[config.mk]
export PLATFORM = sky130hd
export DESIGN_NAME = debug_ctrl_mm_flat
export DESIGN_NICKNAME = d
export VERILOG_FILES = /design/src/rtl/debug_ctrl_pkg.sv /design/src/rtl/debug_ctrl_mm_if.sv /design/src/rtl/debug_regfile.sv /design/src/rtl/debug_ctrl_mm.sv /design/src/flat_wrapper.sv
export SDC_FILE = /design/constraint.sdc
export NUM_CORES = 1
export LEC_CHECK = 0
export ABC_CLOCK_PERIOD_IN_PS = 3500
export CORE_ASPECT_RATIO = 0.9
export CORE_MARGIN = 1.5
export CORE_UTILIZATION = 45
export DETAILED_ROUTE_END_ITERATION = 12
export PLACE_DENSITY_LB_ADDON = 0.3
export SKIP_CTS_REPAIR_TIMING = 1
export SYNTH_ARGS = -nofsm -noshare
export SYNTH_HDL_FRONTEND = slang
export SYNTH_SLANG_ARGS = --single-unit
export TNS_END_PERCENT = 1
[constraint.sdc]
create_clock -name CLK -period 3.5 [get_ports CLK]
set_clock_uncertainty 0.05 [all_clocks]
set_input_delay 0.525 -clock CLK [delete_from_list [all_inputs] [get_ports CLK]]
set_output_delay 0.525 -clock CLK [all_outputs]
set_load 0.01 [all_outputs]
[src/rtl/debug_ctrl_pkg.sv]
// Shared types and constants for the Avalon-MM debug controller.
package debug_ctrl_pkg;

  typedef enum logic [2:0] {
    StRun    = 3'd0,
    StDrain  = 3'd1,
    StHalted = 3'd2,
    StStep   = 3'd3,
    StAccess = 3'd4,
    StDone   = 3'd5
  } state_e;

  localparam logic [2:0] AddrCtrl    = 3'd0;
  localparam logic [2:0] AddrStatus  = 3'd1;
  localparam logic [2:0] AddrStepCnt = 3'd2;
  localparam logic [2:0] AddrMemAddr = 3'd3;
  localparam logic [2:0] AddrMemData = 3'd4;
  localparam logic [2:0] AddrPc      = 3'd5;
  localparam logic [2:0] AddrBpAddr  = 3'd6;
  localparam logic [2:0] AddrBpCtrl  = 3'd7;

  localparam int unsigned CtrlHalt   = 0;
  localparam int unsigned CtrlResume = 1;
  localparam int unsigned CtrlStep   = 2;
  localparam int unsigned CtrlMemRd  = 3;
  localparam int unsigned CtrlMemWr  = 4;

  localparam int unsigned StatusBusy = 3;
  localparam int unsigned StatusErr  = 4;

  localparam int unsigned BpEn  = 0;
  localparam int unsigned BpHit = 1;

  // At most one field is set: commands are priority-encoded before use.
  typedef struct packed {
    logic halt;
    logic resume;
    logic step;
    logic mem_rd;
    logic mem_wr;
  } cmd_t;

  function automatic logic is_busy(input state_e s);
    return (s == StDrain) || (s == StStep) || (s == StAccess) || (s == StDone);
  endfunction

endpackage

[src/rtl/debug_ctrl_mm_if.sv]
// Avalon-MM slave bus of the debug controller.
interface debug_ctrl_mm_if #(
  parameter int unsigned DATA_W = 32
);
  logic              chipselect;
  logic              write;
  logic [DATA_W-1:0] writedata;
  logic              read;
  logic [2:0]        address;
  logic [DATA_W-1:0] readdata;

  modport master (
    output chipselect, write, writedata, read, address,
    input  readdata
  );

  modport slave (
    input  chipselect, write, writedata, read, address,
    output readdata
  );
endinterface

[src/rtl/debug_regfile.sv]
// Avalon decode, host-visible registers, command priority encoding and registered readdata.
// DEBUG_BREAKPOINT_EN adds the BP_ADDR/BP_CTRL registers and the PC comparator.
module debug_regfile
  import debug_ctrl_pkg::*;
#(
  parameter int unsigned DATA_W  = 32,
  parameter int unsigned MADDR_W = 32,
  parameter int unsigned STEP_W  = 16
) (
  input  logic               clk,
  input  logic               rst_n,
  debug_ctrl_mm_if.slave     bus,
  input  state_e             state,
  input  logic [DATA_W-1:0]  pc_in,
  input  logic               pc_cap,
  input  logic [DATA_W-1:0]  mem_rdata,
  input  logic               rd_cap,
  input  logic               err_set,
  output cmd_t               cmd,
  output logic [STEP_W-1:0]  step_cnt,
  output logic [MADDR_W-1:0] mem_addr,
  output logic [DATA_W-1:0]  mem_wdata,
  output logic               bp_trig
);

  logic              wr, rd;
  logic              err_q;
  logic [DATA_W-1:0] rbuf_q, pc_q, readdata_q, rdata_d;
  logic [DATA_W-1:0] bp_addr_rd, bp_ctrl_rd;

  assign wr = bus.chipselect & bus.write;
  assign rd = bus.chipselect & bus.read;

  always_comb begin
    cmd = '0;
    if (wr && bus.address == AddrCtrl) begin
      if (bus.writedata[CtrlHalt])        cmd.halt   = 1'b1;
      else if (bus.writedata[CtrlResume]) cmd.resume = 1'b1;
      else if (bus.writedata[CtrlStep])   cmd.step   = 1'b1;
      else if (bus.writedata[CtrlMemRd])  cmd.mem_rd = 1'b1;
      else if (bus.writedata[CtrlMemWr])  cmd.mem_wr = 1'b1;
    end
  end

  always_ff @(posedge clk or negedge rst_n) begin
    if (!rst_n) begin
      err_q     <= 1'b0;
      step_cnt  <= '0;
      mem_addr  <= '0;
      mem_wdata <= '0;
      rbuf_q    <= '0;
      pc_q      <= '0;
    end else begin
      // A new error in the same cycle as a host clear stays visible.
      if (err_set) err_q <= 1'b1;
      else if (wr && bus.address == AddrStatus && bus.writedata[StatusErr]) err_q <= 1'b0;
      if (wr && bus.address == AddrStepCnt) step_cnt  <= STEP_W'(bus.writedata);
      if (wr && bus.address == AddrMemAddr) mem_addr  <= MADDR_W'(bus.writedata);
      if (wr && bus.address == AddrMemData) mem_wdata <= bus.writedata;
      if (rd_cap) rbuf_q <= mem_rdata;
      if (pc_cap) pc_q   <= pc_in;
    end
  end

`ifdef DEBUG_BREAKPOINT_EN
  logic [DATA_W-1:0] bp_addr_q;
  logic              bp_en_q, bp_hit_q;

  assign bp_trig = (state == StRun) && bp_en_q && (pc_in == bp_addr_q);

  always_ff @(posedge clk or negedge rst_n) begin
    if (!rst_n) begin
      bp_addr_q <= '0;
      bp_en_q   <= 1'b0;
      bp_hit_q  <= 1'b0;
    end else begin
      if (wr && bus.address == AddrBpAddr) bp_addr_q <= bus.writedata;
      if (wr && bus.address == AddrBpCtrl) bp_en_q <= bus.writedata[BpEn];
      if (bp_trig) bp_hit_q <= 1'b1;
      else if (wr && bus.address == AddrBpCtrl && bus.writedata[BpHit]) bp_hit_q <= 1'b0;
    end
  end

  assign bp_addr_rd = bp_addr_q;
  assign bp_ctrl_rd = DATA_W'({bp_hit_q, bp_en_q});
`else
  assign bp_trig    = 1'b0;
  assign bp_addr_rd = '0;
  assign bp_ctrl_rd = '0;
`endif

  always_comb begin
    rdata_d = '0;
    unique case (bus.address)
      AddrStatus:  rdata_d = DATA_W'({err_q, is_busy(state), state});
      AddrStepCnt: rdata_d = DATA_W'(step_cnt);
      AddrMemAddr: rdata_d = DATA_W'(mem_addr);
      AddrMemData: rdata_d = rbuf_q;
      AddrPc:      rdata_d = pc_q;
      AddrBpAddr:  rdata_d = bp_addr_rd;
      AddrBpCtrl:  rdata_d = bp_ctrl_rd;
      default:     rdata_d = '0;
    endcase
  end

  always_ff @(posedge clk or negedge rst_n) begin
    if (!rst_n)  readdata_q <= '0;
    else if (rd) readdata_q <= rdata_d;
  end

  assign bus.readdata = readdata_q;

endmodule

[src/rtl/debug_ctrl_mm.sv]
// Avalon-MM debug controller: halt/resume/step of the core and debug memory access.
// Optional breakpoint support is built when DEBUG_BREAKPOINT_EN is defined.
module debug_ctrl_mm
  import debug_ctrl_pkg::*;
#(
  parameter int unsigned DATA_W    = 32,
  parameter int unsigned MADDR_W   = 32,
  parameter int unsigned N_STAGES  = 4,
  parameter int unsigned STEP_W    = 16,
  parameter int unsigned DRAIN_CYC = 4,
  parameter int unsigned TIMEOUT   = 255
) (
  input  logic                CLK,
  input  logic                RST_N,
  debug_ctrl_mm_if.slave      bus,
  input  logic [DATA_W-1:0]   pc_in,
  output logic                debug,
  output logic [N_STAGES-1:0] enable_ext,
  output logic                enable_pc_ext,
  output logic                tx_flag,
  output logic                mem_req,
  output logic                mem_we,
  output logic [MADDR_W-1:0]  mem_addr,
  output logic [DATA_W-1:0]   mem_wdata,
  input  logic [DATA_W-1:0]   mem_rdata,
  input  logic                mem_ack
);

  localparam int unsigned CntW = 32;

  state_e              state_q, state_d;
  logic [CntW-1:0]     cnt_q, cnt_d, cnt_inc;
  cmd_t                cmd;
  logic                any_cmd, bp_trig, err_set, pc_cap, rd_cap, latch;
  logic [STEP_W-1:0]   step_cnt;
  logic [MADDR_W-1:0]  reg_mem_addr;
  logic [DATA_W-1:0]   reg_mem_wdata;

  debug_regfile #(
    .DATA_W (DATA_W),
    .MADDR_W(MADDR_W),
    .STEP_W (STEP_W)
  ) u_regfile (
    .clk      (CLK),
    .rst_n    (RST_N),
    .bus      (bus),
    .state    (state_q),
    .pc_in    (pc_in),
    .pc_cap   (pc_cap),
    .mem_rdata(mem_rdata),
    .rd_cap   (rd_cap),
    .err_set  (err_set),
    .cmd      (cmd),
    .step_cnt (step_cnt),
    .mem_addr (reg_mem_addr),
    .mem_wdata(reg_mem_wdata),
    .bp_trig  (bp_trig)
  );

  assign any_cmd = |cmd;
  assign cnt_inc = cnt_q + CntW'(1);

  always_comb begin
    state_d = state_q;
    cnt_d   = '0;
    err_set = 1'b0;
    pc_cap  = 1'b0;
    rd_cap  = 1'b0;
    latch   = 1'b0;
    unique case (state_q)
      StRun: begin
        // Breakpoint and host HALT share one path into DRAIN.
        if (cmd.halt || bp_trig) state_d = StDrain;
        if (any_cmd && !cmd.halt) err_set = 1'b1;
      end
      StDrain: begin
        err_set = any_cmd;
        if (cnt_inc == CntW'(DRAIN_CYC)) begin
          state_d = StHalted;
          pc_cap  = 1'b1;
        end else begin
          cnt_d = cnt_inc;
        end
      end
      StHalted: begin
        if (cmd.resume) begin
          state_d = StRun;
        end else if (cmd.step) begin
          if (step_cnt != '0) state_d = StStep;
          else                err_set = 1'b1;
        end else if (cmd.mem_rd || cmd.mem_wr) begin
          state_d = StAccess;
          latch   = 1'b1;
        end else if (cmd.halt) begin
          err_set = 1'b1;
        end
      end
      StStep: begin
        err_set = any_cmd;
        if (cnt_inc == CntW'(step_cnt)) state_d = StDrain;
        else                            cnt_d   = cnt_inc;
      end
      StAccess: begin
        err_set = any_cmd;
        if (mem_ack) begin
          state_d = StDone;
          rd_cap  = !mem_we;
        end else if (cnt_inc == CntW'(TIMEOUT)) begin
          state_d = StHalted;
          err_set = 1'b1;
        end else begin
          cnt_d = cnt_inc;
        end
      end
      StDone: begin
        err_set = any_cmd;
        state_d = StHalted;
      end
      default: state_d = StRun;
    endcase
  end

  always_ff @(posedge CLK or negedge RST_N) begin
    if (!RST_N) begin
      state_q   <= StRun;
      cnt_q     <= '0;
      mem_we    <= 1'b0;
      mem_addr  <= '0;
      mem_wdata <= '0;
    end else begin
      state_q <= state_d;
      cnt_q   <= cnt_d;
      // Snapshot so host register writes during ACCESS don't disturb the bus.
      if (latch) begin
        mem_we    <= cmd.mem_wr;
        mem_addr  <= reg_mem_addr;
        mem_wdata <= reg_mem_wdata;
      end
    end
  end

  always_comb begin
    debug         = (state_q != StRun);
    enable_ext    = '0;
    enable_pc_ext = 1'b0;
    unique case (state_q)
      StRun: begin
        enable_ext    = '1;
        enable_pc_ext = 1'b1;
      end
      StDrain: enable_ext = '1;
      StStep: begin
        enable_ext    = '1;
        enable_pc_ext = 1'b1;
      end
      default: ;
    endcase
  end

  assign mem_req = (state_q == StAccess);
  assign tx_flag = (state_q == StDone);

endmodule

[src/flat_wrapper.sv]
// flat-port wrapper written by rule: the top's interface ports become plain ports
module debug_ctrl_mm_flat import debug_ctrl_pkg::*;
#(
  parameter int unsigned DATA_W    = 32,
  parameter int unsigned MADDR_W   = 32,
  parameter int unsigned N_STAGES  = 4,
  parameter int unsigned STEP_W    = 16,
  parameter int unsigned DRAIN_CYC = 4,
  parameter int unsigned TIMEOUT   = 255
)
  (CLK, RST_N, pc_in, debug, enable_ext, enable_pc_ext, tx_flag, mem_req, mem_we, mem_addr, mem_wdata, mem_rdata, mem_ack, bus_chipselect, bus_write, bus_writedata, bus_read, bus_address, bus_readdata);
  debug_ctrl_mm_if #(.DATA_W(DATA_W)) bus_i ();
  input  logic CLK;
  input  logic RST_N;
  input  logic [DATA_W-1:0] pc_in;
  output logic debug;
  output logic [N_STAGES-1:0] enable_ext;
  output logic enable_pc_ext;
  output logic tx_flag;
  output logic mem_req;
  output logic mem_we;
  output logic [MADDR_W-1:0] mem_addr;
  output logic [DATA_W-1:0] mem_wdata;
  input  logic [DATA_W-1:0] mem_rdata;
  input  logic mem_ack;
  input wire logic [$bits(bus_i.chipselect)-1:0] bus_chipselect;
  input wire logic [$bits(bus_i.write)-1:0] bus_write;
  input wire logic [$bits(bus_i.writedata)-1:0] bus_writedata;
  input wire logic [$bits(bus_i.read)-1:0] bus_read;
  input wire logic [$bits(bus_i.address)-1:0] bus_address;
  output wire logic [$bits(bus_i.readdata)-1:0] bus_readdata;
  assign bus_i.chipselect = bus_chipselect;
  assign bus_i.write = bus_write;
  assign bus_i.writedata = bus_writedata;
  assign bus_i.read = bus_read;
  assign bus_i.address = bus_address;
  assign bus_readdata = bus_i.readdata;
  debug_ctrl_mm #(.DATA_W(DATA_W), .MADDR_W(MADDR_W), .N_STAGES(N_STAGES), .STEP_W(STEP_W), .DRAIN_CYC(DRAIN_CYC), .TIMEOUT(TIMEOUT)) u_core (.CLK(CLK), .RST_N(RST_N), .bus(bus_i), .pc_in(pc_in), .debug(debug), .enable_ext(enable_ext), .enable_pc_ext(enable_pc_ext), .tx_flag(tx_flag), .mem_req(mem_req), .mem_we(mem_we), .mem_addr(mem_addr), .mem_wdata(mem_wdata), .mem_rdata(mem_rdata), .mem_ack(mem_ack));
endmodule
==> metrics, run 1 <==
outcome complete, but fails checks; failing checks hold timing; CP required 3.87 ns; Final Cycle Share 94.00%; final hold vios 24; Final #Nets 1297; Critical R2R Launch u_core.cnt_q[1]; Critical Path Max Stage Delay roughly 0.45 ns; yosys warns 0; post-route ant nets 0; CP Buf/Inv Count 2; FF-to-FF setup slack between 0.2 and 0.25 ns; critical path depth in cells 11; IO Pins 210; footprint of the multi-input gates 5425 µm²; Cell Pwr Density 592.5 nW/µm²; average size of a mapped cell 12.89 µm²; Final Wtd Congestion around 0.87; later-pin clock latency in the skew report about 0.57 ns; initial core utilization 46.22%; worst slew pin tran 0.8113 ns; CP endpoint u_core.cnt_q[3]; Largest delay share family, worst path simple AND/OR/NAND/NOR gates; most frequent CP cell nand4_4; pin count of the biggest net entering global routing between 100 and 150; synth-to-layout area growth 29.09%; Die X-Extent 179.3 µm; global route overflow 0; max-slew violations 0; vias in the first global route 9170; layout cells sized above 1 27.75%; Setup crit start kind flip-flop; clock buffer depth 3; hpwl dp between 20000 and 25000 µm; Register Area 6932 µm²; Fmax achieved 303.9 MHz; FFs w/ async S/R, synth between 90% and 100%; total vias in the final route 8900; number of synthesized register bits 277; Remaining DRCs 0; # rows 57; syn_nets 1085; Most used DFF post-synth dfrtp_1; Reg2Reg Depth 11; number of flops mapped to enable cells by yosys 0; Routed WL 33330 µm; Vias per Instance approximately 5.7; initial antenna violation count 1; Core Util, Final 59.67%; Port Buffers around 210; Min Hold Slack -0.04494 ns; Worst IR Drop VDD between 0.0003 and 0.0004 V; drt wl/cell about 21 µm; Rel. slew slack 45.91%; TNS Setup 0 ns; CTS sink cnt around 280; total power 9.632 mW; crit-path max FO 31; CP Cell Sequence ha_2, nand4_4, buf_4, nor4_1, xnor2_1, nand2_1, nor3_1, nand4_4, a2111oi_4, buf_12, nor2_1; maxcap violations 0; Hold/Removal Path Class input pin to asynchronous set/reset pin; cells after synthesis 977; LEAKAGE between 7 and 8 nW; GRT Util Overall 23.43%; first-pass GRT wire length roughly 52000 µm; crit path max-delay cell type dfrtp_1; clk root buf clkbuf_16; die area 29000 µm²; CTS Buf Count 29; CTS clk-pin slew, worst paths 0.06 ns; sequential area share after synthesis 55.05%; critical path type flip-flop to flip-flop; Fill cells around 2200; total core area 27240 µm²; CP Data Arrival Time 3.66 ns; Critical path origin u_core.cnt_q[1]; Critical Path Sink Type flip-flop; TritonCTS clock tree yes; Final Setup Violations 0; synthesized area 12590 µm²; reg-to-reg endpoint u_core.cnt_q[3]; Die Ht 161.7 µm; DRT iter0 DRCs 647; H-tree depth 1; Period minus WS final around 3.3 ns; synth unique cells 71; RSZ-0062 raised after global routing no; TritonRoute pass-1 iters 6
-- flip-flops by register name (all words and copies together), names as in the netlist --
| name | flops |
|---|---|
| u_core.cnt_q | 32 |
| u_core.mem_addr | 32 |
| u_core.mem_wdata | 32 |
| u_core.mem_we | 1 |
| u_core.state_q | 3 |
| u_core.u_regfile.bus.readdata | 32 |
| u_core.u_regfile.err_q | 1 |
| u_core.u_regfile.mem_addr | 32 |
| u_core.u_regfile.mem_wdata | 32 |
| u_core.u_regfile.pc_q | 32 |
| u_core.u_regfile.rbuf_q | 32 |
| u_core.u_regfile.step_cnt | 16 |
-- cells by family after synthesis --
family / after synthesis / synth area share [%]
AND/OR/NAND/NOR: 212 / 9.817
buffers and inverters: 71 / 2.633
multiplexers: 215 / 20.08
AO/OA/AOI/OAI: 157 / 8.982
flip-flops: 277 / 55.05
adder cells (fa/ha/maj): 3 / 0.2981
XOR/XNOR: 42 / 3.140
-- cell usage after synthesis, types with 3 or more instances --
library cell  number  area, µm²
clkbuf_1          40      150.1
nand4_2            3      37.54
buf_6              6      67.56
nand4_1           11      68.82
a22oi_1           27      202.7
xor2_1            10      87.58
a221oi_1          15      131.4
buf_2              6      30.03
or3_1              4      25.02
nor2b_1            5      31.28
nand3_1           20      100.1
xnor2_1           30      262.8
mux2i_1            4      40.04
buf_4              3      22.52
nor4_4             3      63.81
nor3_1            11      55.05
a22o_1            31      271.5
nor2_2            10      62.56
and2_1             3      18.77
and3_1             7      43.79
buf_1              7      26.28
nand2_1           38      142.6
a21oi_1           33      165.2
and4_1            10      87.58
o21ai_0           24      120.1
nor4_1            11      68.82
nor2_1            53      198.9
mux2_2           180       2027
inv_1              8      30.03
dfrtp_1          277       6932
mux2_4            30      450.4
o211ai_1           3      22.52
ha_1               3      37.54
or4_1              3      22.52
-- placed cells by master, fill, tap and decap left out, types with 8 or more instances in the layout --
cell type and count:
nor3_1 10, nor4_1 9, a22oi_1 27, buf_4 27, xnor2_1 29, nand4_1 11
clkbuf_16 29, a21oi_1 33, nand3_1 19, a22o_1 31, o21ai_0 23, and4_1 10
mux2_4 30, clkdlybuf4s50_1 207, dfrtp_1 277, a221oi_1 15, nor2_1 52, inv_1 8
buf_12 8, nand2_1 38, xor2_1 10, nor2_2 10, mux2_2 180
-- per-stage QoR --
stage	instances	worst slack, ns	area (µm²)	hold WS (ns)
finish	1566	0.2099	16260	-0.04494
detailed placement	1512	0.1012	15240	0.4191
global placement	1512	0.1191	15240	0.4096
global route	1565	0.006373	16250	0.01544
CTS	1565	0.06655	16210	-0.01122
floorplan	977	0.3178	12590	0.1794
-- power by group --
part	internal, mW	leakage [nW]	switching [mW]	total (mW)
Clock	1.81	0.457	1.32	3.13
Combinational	1.22	3.07	0.910	2.13
Sequential	3.87	3.61	0.508	4.37
Total	6.89	7.13	2.74	9.63
-- area by class of cell --
class / instances / share of cell area, %
clock inverter: 16 / 1.185
antenna: 1 / 0.01539
tap: 354 / 2.725
inverter: 8 / 0.1847
multi-input combinational: 629 / 33.37
clock buffer: 37 / 4.772
timing repair buffer: 244 / 15.10
sequential: 277 / 42.64
-- routing by layer --
metal / wire length (µm) / GRT usage (%)
met1: 14300 / 31.51
met2: 15260 / 36.91
met3: 2987 / 7.444
met4: 778 / 5.635
met5: 0 / 0
-- how the worst min path moves through the flow --
stage | from | to | slack [ns] | depth (start not counted)
floorplan | RST_N | u_core.cnt_q[0] | 0.18 | 0
global placement | u_core.u_regfile.bus.readdata[22] | u_core.u_regfile.bus.readdata[22] | 0.41 | 2
detailed placement | u_core.u_regfile.bus.readdata[21] | u_core.u_regfile.bus.readdata[21] | 0.42 | 2
CTS | RST_N | u_core.mem_wdata[9] | -0.01 | 1
global route | RST_N | u_core.u_regfile.mem_wdata[10] | 0.02 | 1
finish | RST_N | u_core.u_regfile.mem_wdata[10] | -0.04 | 1
No activity file was read; power rests on OpenSTA's default activity.
==> run 2: changes to the inputs <==
Settings changed: REMOVE_ABC_BUFFERS set to 1.
==> metrics, run 2 (synthesized netlist as in run 1, its figures left out) <==
footprint of the multi-input gates 5409 µm² (was 5425 µm²); Sequential Power Share 44.7% (was 45.4%); critical path depth in cells 11 (unchanged); Hold/Removal Path Class flip-flop to flip-flop (was input pin to asynchronous set/reset pin); Register Area 6932 µm² (unchanged); total vias in the final route 8934 (was 8900); CTS clk-pin slew, worst paths 0.06 ns (about the same); CTS Buf Count 29 (unchanged); total core area 27240 µm² (unchanged); Fmax achieved 294.7 MHz (was 303.9 MHz); Final Wtd Congestion 0.8623 (was 0.8692); Min Hold Slack 0.4339 ns (was -0.04494 ns); clk root buf clkbuf_16 (unchanged); Reg2Reg Depth 11 (unchanged); Core Util, Final 59.75% (was 59.67%); combinational fraction of design power 21.7% (was 22.1%); DRT iter0 DRCs 617 (was 647); hpwl dp 22270 µm (was 23140 µm); global route overflow 0 (unchanged); Period minus WS final 3.393 ns (was 3.290 ns); Final Cycle Share 96.95% (was 94.00%); CP Data Arrival Time 3.76 ns (was 3.66 ns); sw frac 27.65% (was 28.47%); critical path type flip-flop to flip-flop (unchanged); max-slew violations 0 (unchanged); final hold vios 0 (was 24); drt wl/cell 21.17 µm (was 21.28 µm); Critical Path Max Stage Delay 0.46 ns (was 0.45 ns); Remaining DRCs 0 (unchanged); Rel. slew slack 50.45% (was 45.91%); Critical Path Sink Type flip-flop (unchanged); Fill cells 2173 (was 2209); Setup crit start kind flip-flop (unchanged); commonest non-fill, non-tap cell in the layout dfrtp_1 (unchanged); H-tree depth 1 (unchanged); Vias per Instance 5.709 (was 5.683); vias in the first global route 9138 (was 9170); TritonCTS clock tree yes (unchanged); CP Buf/Inv Count 2 (unchanged); maxcap violations 0 (unchanged); crit-path max FO 31 (unchanged); crit path max-delay cell type a2111oi_4 (was dfrtp_1); worst slew pin tran 0.7433 ns (was 0.8113 ns); initial core utilization 46.22% (unchanged); clock buffer depth 3 (unchanged); LEAKAGE 7.171 nW (was 7.132 nW); IO Pins 210 (unchanged); post-route ant nets 0 (unchanged); Cell Pwr Density 598.9 nW/µm² (was 592.5 nW/µm²); CP required 3.87 ns (about the same); Routed WL 33130 µm (was 33330 µm); GRT Util Overall 23.19% (was 23.43%); Port Buffers 209 (unchanged); Final Setup Violations 0 (unchanged); CP Cell Sequence ha_1, nand4_4, nor4_2, xnor2_1, nand2_1, nor3_1, buf_4, nand4_4, a2111oi_4, buf_12, nor2_1 (was ha_2, nand4_4, buf_4, nor4_1, xnor2_1, nand2_1, nor3_1, nand4_4, a2111oi_4, buf_12, nor2_1); most frequent cells in the layout 277 x dfrtp_1, 207 x clkdlybuf4s50_1, 180 x mux2_2 (unchanged); layout cells sized above 1 27.32% (was 27.75%); # rows 57 (unchanged); Psw 2.696 mW (was 2.742 mW); CTS sink cnt 277 (unchanged); Final #Nets 1294 (was 1297); most frequent CP cell nand4_4 (unchanged); Int Power 7.053 mW (was 6.890 mW); die area 29000 µm² (unchanged); RSZ-0062 raised after global routing yes (was no); pin count of the biggest net entering global routing 90 (was 105); Worst IR Drop VDD 0.0004886 V (was 0.0003954 V); Die Ht 161.7 µm (unchanged); portion of total power attributed to the clock network 33.6% (was 32.5%); initial antenna violation count 4 (was 1); synth-to-layout area growth 29.26% (was 29.09%); Largest delay share family, worst path simple AND/OR/NAND/NOR gates (unchanged); outcome finished, final reports clean (was complete, but fails checks); TritonRoute pass-1 iters 5 (was 6); worst hold path depth 2; Die X-Extent 179.3 µm (unchanged); first-pass GRT wire length 52190 µm (was 52430 µm); later-pin clock latency in the skew report 0.56 ns (was 0.57 ns)
==> run 2: worst register-to-register path, cell delays in order, from the launching register on <==
cell       delay, ns
dfrtp_1         0.43
ha_1            0.31
nand4_4         0.23
nor4_2          0.35
xnor2_1         0.25
nand2_1         0.15
nor3_1          0.36
buf_4           0.19
nand4_4         0.14
a2111oi_4       0.46
buf_12          0.25
nor2_1          0.08
==> run 2: layout make-up <==
class	instances	area share, %
Tap cell	354	2.721
Antenna cell	3	0.04612
Inverter	8	0.1845
Sequential cell	277	42.59
Clock buffer	42	5.189
Multi-Input combinational cell	629	33.23
Timing Repair Buffer	241	14.96
Clock inverter	11	1.084
==> run 2: per-layer routing <==
metal  GRT usage, %  vias up  routed length [µm]
li1               -     4022                   -
met1          32.90     4537               14700
met2          36.03      327               15190
met3          5.407       46                2515
met4          5.635        2                 701
met5              0        -                  17
==> run 2: path summary, 6_finish.rpt <==
kind	from	to	slack, ns
min reg2reg	u_core.u_regfile.bus.readdata[31]	u_core.u_regfile.bus.readdata[31]	0.43
min in group asynchronous	RST_N	u_core.mem_wdata[21]	0.51
min	u_core.u_regfile.bus.readdata[31]	u_core.u_regfile.bus.readdata[31]	0.43
max reg2reg	u_core.cnt_q[1]	u_core.cnt_q[3]	0.11
max in group asynchronous	RST_N	u_core.cnt_q[28]	2.00
max	u_core.cnt_q[1]	u_core.cnt_q[3]	0.11
==> run 2: power by group through the flow <==
stage / registers [mW] / clock network (mW) / logic [mW]
global placement: 4.37 / 0 / 2.07
global route: 4.44 / 3.45 / 2.30
finish: 4.36 / 3.27 / 2.11
CTS: 4.35 / 3.33 / 2.13
floorplan: 4.26 / 0 / 1.28
detailed placement: 4.40 / 0 / 2.12
==> run 2: stage by stage <==
stage                 TNS, ns  instances  total power [mW]  area [µm²]  setup slack (ns)
floorplan              -56.95        914             5.543       12290           -0.5184
global placement            0       1508             6.446       15210            0.2028
detailed placement          0       1508             6.515       15210           0.05415
CTS                         0       1561             9.810       16230           0.07665
global route        -0.006176       1565             10.19       16280         -0.006176
finish                      0       1565             9.749       16280            0.1069
